`src/rtl/sprite_rom_arbiter.sv`:
```
// Three-way round-robin arbiter in front of a synchronous tile ROM.
// A grant is issued one cycle after the request, and data returns one cycle after that.
module sprite_rom_arbiter #(
    parameter int AW = 12,
    parameter int DW = 48
) (
    input  logic          clk,
    input  logic          rst_n,
    input  logic          en,
    input  logic          frame_start,
    input  logic [2:0]    req,
    input  logic [AW-1:0] addr0,
    input  logic [AW-1:0] addr1,
    input  logic [AW-1:0] addr2,
    output logic [2:0]    gnt,
    output logic [AW-1:0] rom_addr,
    input  logic [DW-1:0] rom_data,
    output logic [DW-1:0] rd_data,
    output logic [2:0]    rd_valid,
    output logic          busy,
    output logic [15:0]   grant_count
);

    typedef enum logic [1:0] {IDLE, ACTIVE, DRAIN} state_t;

    state_t        state_reg;
    logic [1:0]    ptr_reg;
    logic          s1_valid_reg;
    logic [1:0]    s1_owner_reg;

    logic [2:0]    eligible;
    logic          grant_any;
    logic [1:0]    winner;
    logic [1:0]    ptr_after_win;
    logic [AW-1:0] sel_addr;
    logic          busy_next;

    // Masking with the current grant stops a held request from winning twice in a row.
    assign eligible  = en ? (req & ~gnt) : 3'b000;
    assign grant_any = |eligible;

    always_comb begin
        winner = 2'd0;
        case (ptr_reg)
            2'd1:    winner = eligible[1] ? 2'd1 : (eligible[2] ? 2'd2 : 2'd0);
            2'd2:    winner = eligible[2] ? 2'd2 : (eligible[0] ? 2'd0 : 2'd1);
            default: winner = eligible[0] ? 2'd0 : (eligible[1] ? 2'd1 : 2'd2);
        endcase
    end

    always_comb begin
        sel_addr = addr0;
        case (winner)
            2'd1:    sel_addr = addr1;
            2'd2:    sel_addr = addr2;
            default: sel_addr = addr0;
        endcase
    end

    assign ptr_after_win = (winner == 2'd2) ? 2'd0 : winner + 2'd1;
    assign busy_next     = grant_any | s1_valid_reg;
    assign busy          = s1_valid_reg | (|rd_valid);
    assign rd_data       = rom_data;

    always_ff @(posedge clk or negedge rst_n) begin
        if (!rst_n) begin
            gnt          <= 3'b000;
            rom_addr     <= '0;
            s1_valid_reg <= 1'b0;
            s1_owner_reg <= 2'd0;
            rd_valid     <= 3'b000;
            ptr_reg      <= 2'd0;
            grant_count  <= 16'd0;
            state_reg    <= IDLE;
        end else begin
            gnt          <= grant_any ? (3'b001 << winner) : 3'b000;
            s1_valid_reg <= grant_any;
            if (grant_any) begin
                rom_addr     <= sel_addr;
                s1_owner_reg <= winner;
            end
            rd_valid <= s1_valid_reg ? (3'b001 << s1_owner_reg) : 3'b000;

            // A frame boundary restarts fairness and counting but leaves reads in flight.
            if (frame_start) begin
                ptr_reg     <= 2'd0;
                grant_count <= {15'd0, grant_any};
            end else begin
                if (grant_any) begin
                    ptr_reg <= ptr_after_win;
                end
                if (grant_any && grant_count != 16'hFFFF) begin
                    grant_count <= grant_count + 16'd1;
                end
            end

            case (state_reg)
                IDLE: begin
                    if (grant_any) begin
                        state_reg <= ACTIVE;
                    end
                end
                ACTIVE: begin
                    if (!en) begin
                        state_reg <= busy_next ? DRAIN : IDLE;
                    end else if (!busy_next) begin
                        state_reg <= IDLE;
                    end
                end
                DRAIN: begin
                    if (grant_any) begin
                        state_reg <= ACTIVE;
                    end else if (!busy_next) begin
                        state_reg <= IDLE;
                    end
                end
                default: state_reg <= IDLE;
            endcase
        end
    end

endmodule

```
`config.mk`:
```
export PLATFORM = sky130hd
export DESIGN_NAME = sprite_rom_arbiter
export DESIGN_NICKNAME = d
export VERILOG_FILES = /design/src/rtl/sprite_rom_arbiter.sv
export SDC_FILE = /design/constraint.sdc
export NUM_CORES = 1
export LEC_CHECK = 0
export ABC_CLOCK_PERIOD_IN_PS = 5310
export CORE_UTILIZATION = 33
export DETAILED_ROUTE_END_ITERATION = 6
export GPL_ROUTABILITY_DRIVEN = 0
export PLACE_DENSITY = 0.77
export SLEW_MARGIN = 20
export SYNTH_ARGS = -nofsm -noshare
export SYNTH_HDL_FRONTEND = slang
export SYNTH_SLANG_ARGS = --single-unit
```
`constraint.sdc`:
```
create_clock -name clk -period 5.31 [get_ports clk]
set_clock_uncertainty 0.1 [all_clocks]
set_input_delay 1.062 -clock clk [delete_from_list [all_inputs] [get_ports clk]]
set_output_delay 1.062 -clock clk [all_outputs]
set_load 0.02 [all_outputs]
```
==> results of run 1 <==
layout by cell type, fill, tap and decap left out, drive strengths merged, types with 4 or more instances in the layout:
cell	netlist	final
clkdlybuf4s50	0	76
a22oi	13	13
a21oi	12	12
nand4	7	7
nor2	15	15
dfrtp	39	39
clkbuf	8	6
inv	8	8
nand3	4	4
nor4	4	4
ha	6	6
nand2	37	37
o21ai	28	28
per-stage QoR:
stage	worst slack [ps]	power (mW)
floorplan	2380	0.606
global placement	1790	0.701
detailed placement	1690	0.712
CTS	1980	0.914
global route	1640	0.965
finish	2000	0.903
Yosys cell counts (all sizes together) (4+ instances only):
master and count:
clkbuf 8, buf 52, dfrtp 39, nand2 37, a21oi 12, ha 6, nor2 15, a22oi 13
nand3 4, nand4 7, inv 8, o21ai 28, nor4 4
worst max path at each step:
stage	startpoint	endpoint	slack (ps)
final	req[2]	rom_addr[3]	2000
after detailed placement	req[2]	rom_addr[4]	1690
after floorplan	req[1]	rom_addr[8]	2380
after CTS	req[1]	rom_addr[2]	1980
after global placement	req[2]	rom_addr[4]	1790
after global routing	req[2]	rom_addr[5]	1640
routing by layer:
metal  wire length (µm)  vias up  global-route usage
li1                   -      946                   -
met1               2090      919               0.169
met2               2690       88               0.253
met3                410       12              0.0443
met4                 68        0              0.0522
met5                  0        -                   0
worst max-delay path, delay by kind of cell:
kind	cells	cell delay, ps
compound gates	4	720
fa+ha+maj	1	680
buf+inv	2	560
simple gates	2	390
where the power goes:
part	switching (mW)	total (mW)	internal, mW
combinational	0.172	0.327	0.155
clock	0.0982	0.200	0.102
sequential	0.0319	0.376	0.344
total	0.302	0.903	0.601
kinds of logic (layout without fill, tap and decap cells):
family	Yosys count	count (layout)	share of synthesized area
AND/OR/NAND/NOR	88	88	0.186
buffers and inverters	68	93	0.183
AO/OA/AOI/OAI	63	63	0.164
flip-flops	39	39	0.401
adder cells (fa/ha/maj)	6	6	0.0308
XOR/XNOR	5	5	0.0180
multiplexers	4	4	0.0169
cell type report:
class,instances,area (µm²)
sequential,39,976
fill,677,3940
clock buffer,6,82.6
tap,96,120
timing repair buffer,78,773
clock inverter,1,5.00
multi-input combinational,166,1010
inverter,8,30.0
==> results.cfg, run 1 <==
[placed_design]
io_buffers = 77
dp_hpwl_um = 3900
placed_area_um2 = 2910
dpl.cell_count = 387

[final_layout]
drive_gt1_frac = 0.0638
largestRegisters = grant_count x16, rom_addr x12
final_util = 0.432
regMostFlops = grant_count
nets = 395
diodes = 0
final_area_um2 = 3000
finalNonFillerCells = 394
synthToLayoutAreaGrowth_pct = 23.2
largest_reg_flops = 16

[detailed_routing]
drc = 0
postRouteAntennaNets = 0
wirelength_um = 5260
first_pass_iters = 4
wl_per_cell_um = 13.3
dr_total_vias = 1965
viasPerCell = 4.99
drtIter0Drc = 67

[die]
core_area_um2 = 6940
start_util = 0.351
io_pins = 174
rows = 30
fp.dieH_um = 87.9
die_w_um = 87.9
dieArea_um2 = 7730

[worst_setup_path]
r2r_slack_ps = 2600
crit_chain = clkdlybuf4s50_1 > and2b_1 > and3b_1 > a22oi_1 > o21ai_0 > inv_1 > ha_1 > o21ai_0 > o21ai_0
crit_arrival_ps = 3400
cp-start-kind = input pin
worstReg2RegStart = ptr_reg[0]
cp_max_fo = 24
max_stage_delay_ps = 680
slowest_stage = ha_1
end_kind = flip-flop
timing.critical_path.mode_cell = o21ai_0
path_class = in2reg
worstPathRequired_ps = 5410
reg2reg_depth = 9
timing.rr.end = rom_addr[3]

[run_status]
status = finished clean

[logic_synthesis]
synth.area.top_cells = dfrtp_1 40%, buf_4 15%, o21ai_0 5.8%, nand2_1 5.7%, a22oi_1 4.0%
syn_inst = 273
async_reset_ff_frac = 1.00
synth_top_area_share = 0.401
syn_area_per_cell_um2 = 8.92
yosysSeqAreaShare = 0.401
yosysWarnings = 0
synth_cell_type_count = 41
yosysTopAreaCell = dfrtp_1
synth_area_um2 = 2440
synth_nets = 370
synth_enable_flop_cells = 0
synth_ff_type = dfrtp_1
ys_ff_latch = 39

[timing]
worst_pin_slew_ps = 861
post-route-min-period_ps = 3310
slew_headroom = 0.426
fmax_ghz = 0.302
holdWs_ps = 378
hold_viol = 0
tns_ps = 0
post-route-period-util = 0.623
slew_violations = 0
setup_viol = 0
rsz0062_at_grt = no

[global_routing]
first_global_vias = 1944
grt_start_max_net_pins = 40
grtUsageTotal = 0.146
overflow = 0
grt_pass1_wl_um = 8870
antenna_found_initial = 0

[clock_tree]
holdBufCountCts = 0
postCtsSetupRepairBufs = 0
cts-buffers-inserted = 5
insertion_delay_ps = 280
clockBufferDepth = 2
path_clk_slew_ps = 70
htree_levels = 2
postCtsResizedCells = 0
cts-root-buf = clkbuf_8
numClockSinks = 39
cts_tree = yes

[min_path]
hp-start = s1_owner_reg[0]
min_to = rd_valid[0]
hold_class = reg2reg
hold-path-cell-count = 1

[power_and_ir_drop]
power.leakage_nw = 1.27
ir_drop_v = 0.000158
powerDensity_nw_per_um2 = 301

[flow_run]
cap_violations = 0
(Power assumes the default switching activity.)
==> run 2: changes to the inputs <==
- ABC_CLOCK_PERIOD_IN_PS: 5310 -> 3140
- clock period: 5.31 -> 3.14 ns (I/O delays scaled with it)
==> run 2 against run 1 <==
  * Worst hold slack got worse by 40 ps
  * Clock-buffer cell count rose by 2
  * Non-clock buffer count increased by 6
  * Die area is the same
  * Setup slack lost 1700 ps
  * Via count about the same
  * Critical path depth is the same
  * Sequential power increased by 68%
  * Cell area up 1.9%
  * Sequential share of layout area fell by 0.61 points
  * Power increased by 74%
  * Core utilization grew 0.83 points
  * Critical endpoint is now rom_addr[9]
  * Largest cell class unchanged
==> results.cfg, run 2 (synthesis results as in run 1) <==
[run_status]
status = finished clean

[final_layout]
nets = 401
largestRegisters = grant_count x16, rom_addr x12
most-common-layout-cells = 76 x clkdlybuf4s50_1, 39 x dfrtp_1, 37 x nand2_1
diodes = 0
final_common_cell = clkdlybuf4s50_1
regMostFlops = grant_count
final_area_um2 = 3060
largest_reg_flops = 16
synthToLayoutAreaGrowth_pct = 25.5
drive_gt1_frac = 0.0820

[die]
rows = 30
core_area_um2 = 6940
io_pins = 174
dieArea_um2 = 7730
start_util = 0.351
fp.dieH_um = 87.9
die_w_um = 87.9

[timing]
slew_headroom = 0.427
worst_pin_slew_ps = 859
slew_violations = 0
hold_viol = 0
setup_viol = 0
post-route-period-util = 0.893
post-route-min-period_ps = 2800
rsz0062_at_grt = no
tns_ps = 0
fmax_ghz = 0.357

[global_routing]
grt_pass1_wl_um = 8430
first_global_vias = 1822
grtUsageTotal = 0.141
grt_start_max_net_pins = 40
antenna_found_initial = 0
overflow = 0

[placed_design]
dp_hpwl_um = 3820
placed_area_um2 = 2960
io_buffers = 77

[worst_setup_path]
crit_chain = clkdlybuf4s50_1 > and2b_1 > and3b_1 > a22oi_1 > o21ai_0 > inv_1 > ha_1 > o21ai_0 > o21ai_0
worstPathRequired_ps = 3250
slowest_stage = ha_1
timing.critical_path.mode_cell = o21ai_0
max_stage_delay_ps = 670
r2r_slack_ps = 520
path_class = in2reg
cp-start-kind = input pin
crit_arrival_ps = 2910
cp_max_fo = 24
end_kind = flip-flop

[detailed_routing]
wl_per_cell_um = 12.8
first_pass_iters = 4
viasPerCell = 4.90
wirelength_um = 5130
drtIter0Drc = 105
dr_total_vias = 1966
postRouteAntennaNets = 0
drc = 0

[clock_tree]
numClockSinks = 39
htree_levels = 2
holdBufCountCts = 0
postCtsResizedCells = 0
cts-root-buf = clkbuf_8
postCtsSetupRepairBufs = 0
cts-buffers-inserted = 5
path_clk_slew_ps = 80
clockBufferDepth = 2
cts_tree = yes
insertion_delay_ps = 290

[power_and_ir_drop]
powerDensity_nw_per_um2 = 513
finalPower_mw = 1.57
ir_drop_v = 0.000251
power.leakage_nw = 1.30

[flow_run]
cap_violations = 0

[min_path]
hold_class = in2async
-- run 2: worst paths after layout --
| path | from | to | cells after the start |
|---|---|---|---|
| worst max-delay path | req[2] | rom_addr[9] | 9 |
| worst min-delay path | rst_n | rd_valid[2] | 1 |
| worst max register to register | ptr_reg[0] | rom_addr[9] | 9 |
| worst min register to register | s1_owner_reg[1] | rd_valid[1] | 1 |
| max in group asynchronous | rst_n | s1_valid_reg | 1 |
| min in group clk | s1_owner_reg[1] | rd_valid[1] | 1 |
-- run 2: cell type report --
| type | count | area (µm²) |
|---|---|---|
| clock buffers | 8 | 100 |
| fillers | 678 | 3890 |
| inverters | 8 | 30.0 |
| multi-input cells | 166 | 1010 |
| flip-flops and latches | 39 | 976 |
| well taps | 96 | 120 |
| repair buffers | 84 | 818 |
-- run 2: worst max-delay path: cells and delay by family --
| kind | cells | cell delay (ps) |
|---|---|---|
| AO/OA/AOI/OAI | 4 | 670 |
| adder cells (fa/ha/maj) | 1 | 670 |
| buffers and inverters | 2 | 540 |
| AND/OR/NAND/NOR | 2 | 390 |
-- run 2: per-stage QoR --
| step | std cells | util | setup slack, ps | hold WS (ps) |
|---|---|---|---|---|
| 2_1_floorplan | 273 | - | 648 | 232 |
| 3_3_place_gp | 393 | 0.426 | 114 | 353 |
| 3_5_place_dp | 393 | 0.426 | 4.56 | 360 |
| 4_1_cts | 401 | 0.440 | 341 | 369 |
| 5_1_grt | 401 | 0.440 | 69.2 | 406 |
| 6_report | 401 | 0.440 | 335 | 338 |
-- run 2: routing by layer --
layer	routed length [µm]	GRT usage	vias up
met1	2170	0.163	921
li1	-	-	958
met3	337	0.0405	13
met2	2550	0.244	74
met5	0	0	-
met4	71	0.0551	0
-- run 2: power by group --
part	switching (mW)	internal (mW)	leakage, nW
Combinational	0.292	0.271	0.737
Sequential	0.0508	0.581	0.513
Clock	0.172	0.201	0.0515
Total	0.515	1.05	1.30
